===== src/rtl/fnd_capture.sv =====
// fnd_capture: receive-side monitor for a 4-digit multiplexed FND bus.
// Filters the scanned segment lines, decodes digits and rebuilds the binary value.
module fnd_capture #(
    parameter int SETTLE_CYCLES = 4
) (
    input  logic        clk,
    input  logic        reset,
    input  logic [3:0]  seg_comm,
    input  logic [7:0]  seg,
    output logic [13:0] count,
    output logic        count_valid,
    output logic        frame_done,
    output logic        decode_err
);

    localparam logic [1:0] IDLE = 2'd0;
    localparam logic [1:0] CONV = 2'd1;
    localparam logic [1:0] DONE = 2'd2;

    localparam logic [7:0] SETTLE_MAX = 8'(SETTLE_CYCLES - 1);

    logic [11:0]      sync1;
    logic [11:0]      sync2;
    logic [11:0]      s_prev;
    logic [7:0]       stable_cnt;
    logic             captured;
    logic             same;
    logic             capture;

    logic [1:0]       pos;
    logic             pos_ok;
    logic [3:0]       dig_val;
    logic             dig_ok;

    logic [3:0][3:0]  dig;
    logic [3:0][3:0]  snap;
    logic [3:0]       seen;
    logic [3:0]       seen_next;

    logic [1:0]       state;
    logic [1:0]       step;
    logic [13:0]      acc;

    assign same    = (sync2 == s_prev);
    assign capture = same && (stable_cnt == SETTLE_MAX) && !captured;

    always_ff @(posedge clk or posedge reset) begin
        if (reset) begin
            sync1      <= '0;
            sync2      <= '0;
            s_prev     <= '0;
            stable_cnt <= '0;
            captured   <= 1'b0;
        end else begin
            sync1  <= {seg_comm, seg};
            sync2  <= sync1;
            s_prev <= sync2;
            if (!same) begin
                stable_cnt <= '0;
                captured   <= 1'b0;
            end else begin
                if (stable_cnt != SETTLE_MAX)
                    stable_cnt <= stable_cnt + 8'd1;
                if (capture)
                    captured <= 1'b1;
            end
        end
    end

    always_comb begin
        pos    = 2'd0;
        pos_ok = 1'b1;
        case (sync2[11:8])
            4'b1110: pos = 2'd0;
            4'b1101: pos = 2'd1;
            4'b1011: pos = 2'd2;
            4'b0111: pos = 2'd3;
            default: pos_ok = 1'b0;
        endcase
    end

    // dp (bit 7) is deliberately not part of the digit match
    always_comb begin
        dig_val = 4'd0;
        dig_ok  = 1'b1;
        case (sync2[6:0])
            7'h40:   dig_val = 4'd0;
            7'h79:   dig_val = 4'd1;
            7'h24:   dig_val = 4'd2;
            7'h30:   dig_val = 4'd3;
            7'h19:   dig_val = 4'd4;
            7'h12:   dig_val = 4'd5;
            7'h02:   dig_val = 4'd6;
            7'h78:   dig_val = 4'd7;
            7'h00:   dig_val = 4'd8;
            7'h10:   dig_val = 4'd9;
            default: dig_ok  = 1'b0;
        endcase
    end

    // A capture landing on the snapshot edge keeps its seen bit
    always_comb begin
        seen_next = seen;
        if (state == IDLE && seen == 4'hF)
            seen_next = '0;
        if (capture && pos_ok)
            seen_next[pos] = dig_ok;
    end

    always_ff @(posedge clk or posedge reset) begin
        if (reset) begin
            dig        <= '0;
            seen       <= '0;
            decode_err <= 1'b0;
        end else begin
            seen       <= seen_next;
            decode_err <= capture && pos_ok && !dig_ok;
            if (capture && pos_ok && dig_ok)
                dig[pos] <= dig_val;
        end
    end

    always_ff @(posedge clk or posedge reset) begin
        if (reset) begin
            state       <= IDLE;
            step        <= '0;
            acc         <= '0;
            snap        <= '0;
            count       <= '0;
            count_valid <= 1'b0;
            frame_done  <= 1'b0;
        end else begin
            frame_done <= 1'b0;
            case (state)
                IDLE: begin
                    if (seen == 4'hF) begin
                        snap  <= dig;
                        acc   <= '0;
                        step  <= '0;
                        state <= CONV;
                    end
                end
                CONV: begin
                    acc  <= (acc << 3) + (acc << 1)
                          + {10'd0, snap[2'd3 - step]};
                    step <= step + 2'd1;
                    if (step == 2'd3)
                        state <= DONE;
                end
                DONE: begin
                    count       <= acc;
                    count_valid <= 1'b1;
                    frame_done  <= 1'b1;
                    state       <= IDLE;
                end
                default: state <= IDLE;
            endcase
        end
    end

endmodule


===== config.mk =====
export PLATFORM = sky130hd
export DESIGN_NAME = fnd_capture
export DESIGN_NICKNAME = d
export VERILOG_FILES = /design/src/rtl/fnd_capture.sv
export SDC_FILE = /design/constraint.sdc
export NUM_CORES = 1
export LEC_CHECK = 0
export ABC_CLOCK_PERIOD_IN_PS = 3700
export CORE_ASPECT_RATIO = 0.75
export CORE_MARGIN = 10
export CORE_UTILIZATION = 40
export DETAILED_ROUTE_END_ITERATION = 16
export GPL_ROUTABILITY_DRIVEN = 0
export SETUP_SLACK_MARGIN = 0.2
export SYNTH_ARGS = -nofsm -noshare
export SYNTH_HDL_FRONTEND = slang
export SYNTH_SLANG_ARGS = --single-unit
export TNS_END_PERCENT = 1

===== constraint.sdc =====
create_clock -name clk -period 3.7 [get_ports clk]
set_input_delay 0.555 -clock clk [delete_from_list [all_inputs] [get_ports clk]]
set_output_delay 0.555 -clock clk [all_outputs]
set_load 0.03 [all_outputs]

==> flow_summary.toml <==
[outcome]
status = "finished, final reports clean"

[global_route]
grt_overflow = 0
met1_usage = 0.1703
busiest_layer = "met1"
grt_pass1_vias = 3506
grt_pass1_wl_um = 17940
grt_max_degree = 117
antenna_found_initial = 0
grtUsageTotal = 0.1208
use_met3 = 0.03740
use_met2 = 0.1669

[critical_path]
path_cells = "mux4_2 > ha_1 > ha_1 > fa_1 > a21oi_1 > o21ai_1 > a2111o_1 > a31oi_1 > xor2_1 > o21ai_1"
worstPathRequired_ps = 3960
slowest_stage = "mux4_2"
critical_path_class = "register to register"
cp-end-kind = "register"
start_kind = "register"
slowest_delay_ps = 530
worst-path-max-fanout = 7
critPathArrivalTime_ps = 3520
path_buf_inv = 0
path_delay_family = "compound AO/OA/AOI/OAI gates"

[power]
p_sw_mw = 0.6206
power_frac_clock = 0.520
vdd_drop_max_mv = 0.2821
internal-power_mw = 2.262
p_total_mw = 2.883
seqPwrFrac = 0.454
p_leak_nw = 3.005
power_frac_comb = 0.025
sw_frac_of_total = 0.2153
p_per_area_nw_per_um2 = 460.6

[detailed_routing]
ant_nets = 0
drc = 0
dr.first_iter.drc_count = 265
wl_per_cell_um = 15.37
viasPerCell = 5.057
vias = 3373
routed_wl_um = 10250
dr.pass1.iters = 4

[die]
die_area_sq_um = 18140
die_w_um = 152.2
core_sq_um = 12930
io_pins = 31
die_y_um = 119.2
initial_core_util = 0.4057
row_count = 36

[cells_and_area]
final_nets = 524
syn_to_final_growth_pct = 19.32
n_antenna_cell = 0
drive_above_1_share = 0.1230

[worst_hold_path]
hold_path_class = "register to register"

[logic_synthesis]
synth.most_common_cell = "dfrtp_1"
ys_async_sr_fraction = 1.000
synth_top_area_share = 0.5534
syn_area_per_cell_sq_um = 11.66
synthTopCellsByArea = "dfrtp_1 55%, ha_1 5.7%, nand2_1 4.6%"
synthTopCellsByCount = "116 x dfrtp_1, 64 x nand2_1, 24 x ha_1"
syn_inst = 450
yosys.area.top_type = "dfrtp_1"
synth_flop_cell = "dfrtp_1"
synthDistinctLibCells = 55
synth_warnings = 0
synth-seq-area-share = 0.5534
synth_area_sq_um = 5245
synth_edf_count = 0
syn_nets = 490
ys_ff_latch = 116

[clocking]
cts_inserted_buffers = 17
path_clk_slew_ps = 50
root_buffer = "clkbuf_16"
cts_tree = "built"
clk_latency_ps = 410
cts_setup_buffers = 0
clock_sinks = 116
htree_levels = 4
ctsLongestPathBuffers = 2
postCtsHoldBufs = 0
cts_resized = 0

[timing]
relSlewSlack = 0.3760
setup_violations = 0
timing.fmax_mhz = 306.7
finClkSkew_ps = 6.942
max_slew.worst_pin.slew_ps = 936.0
slew_violations = 0
rsz0062_at_grt = "false"
holdWs_ps = 344.8
period_share = 0.8811
fin_crit_ps = 3260
setup-tns-final_ps = 0
hold_violations = 0
layout_setup_ws_ps = 440.0

[job]
cap_violations = 0

[place]
hpwl_um = 7047
dp_slack_ps = 381.3
portBuffers = 30
## final cells by class
type,count,area (sq um)
fill,1139,6669
timing repair buffer,34,342.8
clock inverter,11,86.33
tap,171,214.0
inverter,14,56.30
multi-input combinational,301,2198
clock buffer,20,456.7
sequential,116,2904
## through the flow
| stage | std cells | area [sq um] | util |
|---|---|---|---|
| CTS | 667 | 6257 | 0.4840 |
| global route | 667 | 6259 | 0.4841 |
| floorplan | 450 | 5249 | - |
| finish | 667 | 6259 | 0.4841 |
| global placement | 636 | 5714 | 0.4420 |
| detailed placement | 636 | 5714 | 0.4420 |
## registers in the layout, summed over array words and instances (netlist names)
| signal | flops |
|---|---|
| frame_done | 1 |
| sync1 | 12 |
| snap | 16 |
| stable_cnt | 8 |
| seen | 4 |
| state | 2 |
| captured | 1 |
| count_valid | 1 |
| step | 2 |
| acc | 14 |
| decode_err | 1 |
| s_prev | 12 |
| dig | 16 |
| count | 14 |
| sync2 | 12 |
## final timing paths
path / cells past startpoint / slack, ps / endpoint / startpoint
setup / recovery: 10 / 440 / acc[12] / step[0]
hold / removal: 0 / 340 / sync2[7] / sync1[7]
setup reg to reg: 10 / 440 / acc[12] / step[0]
hold reg to reg: 0 / 340 / sync2[7] / sync1[7]
max in group asynchronous: 3 / 2550 / step[0] / reset
min in group asynchronous: 3 / 660 / sync2[0] / reset
## cell usage in the layout, fill, tap and decap left out, types with 3 or more instances in the layout
cell type / count
dfrtp_1: 115
nand2_1: 64
clkdlybuf4s50_1: 30
ha_1: 24
xor2_1: 23
o21ai_1: 20
nand3_1: 17
clkbuf_16: 17
nor2_1: 15
a21oi_1: 14
inv_1: 13
mux2_2: 10
o21ai_0: 9
xnor2_1: 8
clkinv_2: 8
a21o_1: 7
mux2_1: 7
mux2i_1: 7
nand4_1: 6
nor3_1: 5
nand2b_1: 5
a211oi_1: 4
mux4_2: 4
nor2b_1: 3
o31ai_1: 3
o21bai_1: 3
a31oi_1: 3
buf_4: 3
## layer usage
| layer | vias up | wire [um] |
|---|---|---|
| li1 | 1646 | - |
| met2 | 50 | 4339 |
| met5 | - | 0 |
| met3 | 13 | 438 |
| met1 | 1664 | 5342 |
| met4 | 0 | 135 |
## power groups by stage
| stage | Combinational, mW | Clock [mW] | Sequential, mW |
|---|---|---|---|
| after global routing | 0.0842 | 1.58 | 1.31 |
| final | 0.0731 | 1.50 | 1.31 |
| after CTS | 0.0761 | 1.53 | 1.31 |
| after detailed placement | 0.0758 | 0 | 1.33 |
| after global placement | 0.0737 | 0 | 1.33 |
| after floorplan | 0.0564 | 0 | 1.32 |
## cells by family after synthesis
| logic type | share of synthesized area |
|---|---|
| adder cells (fa/ha/maj) | 0.06489 |
| multiplexers | 0.07276 |
| XOR/XNOR | 0.05177 |
| flip-flops | 0.5534 |
| AND/OR/NAND/NOR | 0.1441 |
| buffers and inverters | 0.02863 |
| AO/OA/AOI/OAI | 0.08445 |
Note: power is estimated with default switching activity, not from simulation.
==> edit, RTL diff (same flow settings) <==
Register the output `count` once more, with the module's reset; this adds one clock of latency there. The other outputs are not delayed to match.
--- a/src/rtl/fnd_capture.sv
+++ b/src/rtl/fnd_capture.sv
@@ -18,6 +18,8 @@
     localparam logic [1:0] DONE = 2'd2;
 
     localparam logic [7:0] SETTLE_MAX = 8'(SETTLE_CYCLES - 1);
+
+    logic [13:0] count_s0;
 
     logic [11:0]      sync1;
     logic [11:0]      sync2;
@@ -126,7 +128,7 @@
             step        <= '0;
             acc         <= '0;
             snap        <= '0;
-            count       <= '0;
+            count_s0    <= '0;
             count_valid <= 1'b0;
             frame_done  <= 1'b0;
         end else begin
@@ -148,7 +150,7 @@
                         state <= DONE;
                 end
                 DONE: begin
-                    count       <= acc;
+                    count_s0    <= acc;
                     count_valid <= 1'b1;
                     frame_done  <= 1'b1;
                     state       <= IDLE;
@@ -158,5 +160,13 @@
         end
     end
 
+    always_ff @(posedge clk or posedge reset) begin
+        if (reset) begin
+            count <= '0;
+        end else begin
+            count <= count_s0;
+        end
+    end
+
 endmodule
 
Formal check against the unedited RTL: no difference found for any inputs over 10 cycles, from zero or initial values and one cycle with reset high; that may be too few to reach the edited logic, so the function may still have changed.
==> edit against the original RTL <==
- die area is 4.2% higher
- sequential cell count grew 14
- setup slack lost 0.11 ns
- cell area is 4.8% higher
- non-clock buffer count increased by 1
- wire length is 2.5% higher
- synthesized area is 5.0% higher
- power increased by 9.4%
==> edit: results <==
{
  "clkbuf_count": 24,
  "layout-drive-gt1-share": 0.143,
  "num_vias": 3400,
  "ff2ff_path_depth": 12,
  "avgRoutedWirePerCell_um": 15.5,
  "cts_sinks": 130,
  "stdcell_count": 679,
  "internal-power_mw": 2.52,
  "finalNetCount": 534,
  "multi_input_cells": 297,
  "reg2reg_to": "acc[13]",
  "grt_usage": 0.120,
  "p_clk_frac": 0.514,
  "grt_max_degree": 131,
  "p_leak_nw": 3.12,
  "fillers": 1231,
  "final.setup_skew_ns": 0.00486,
  "power_density_nw_per_um2": 480,
  "synth_area_um2": 5510,
  "areaGrowthSynthToFinish_pct": 19.1,
  "buf_share": 0.0534,
  "n_all_inverters": 13,
  "pre_cts_ws_ns": 0.329,
  "dp_hpwl_um": 7100,
  "holdPathEnd": "sync2[5]",
  "status": "completed",
  "holdCritStartpoint": "sync1[5]",
  "synthTopCellsByArea": "dfrtp_1 (59%), mux2_2 (5.5%), ha_1 (5.5%)",
  "clk_share": 0.0868,
  "ys_types": 51,
  "ir_drop_v": 0.000334
}
-- edit: worst max path at each step --
stage | start | endpoint | slack, ns | cells after the start
2_1_floorplan | step[0] | acc[11] | 0.46 | 12
3_3_place_gp | step[0] | acc[13] | 0.35 | 12
3_5_place_dp | step[0] | acc[13] | 0.33 | 12
4_1_cts | step[0] | acc[13] | 0.29 | 12
5_1_grt | step[0] | acc[13] | 0.21 | 12
6_report | step[0] | acc[13] | 0.33 | 12
-- edit: kinds of logic (layout without fill, tap and decap cells) --
kind of cell               count (synthesis)  after routing  synth area share
buffers and inverters                     32             77            0.0264
xor gates and xnor gates                  32             32            0.0509
muxes                                     32             32            0.0734
and+or+nand+nor                          146            146             0.132
DFF                                      130            130             0.591
AOI/OAI and AO/OA                         61             61            0.0654
adders and majority gates                 26             26            0.0618
-- edit: metal layers --
layer  GRT usage  vias to the layer above  wire, um
li1            -                     1651         -
met1       0.173                     1705      5580
met2       0.162                       36      4470
met3      0.0415                        8       368
met4      0.0455                        0        94
met5           0                        -         0
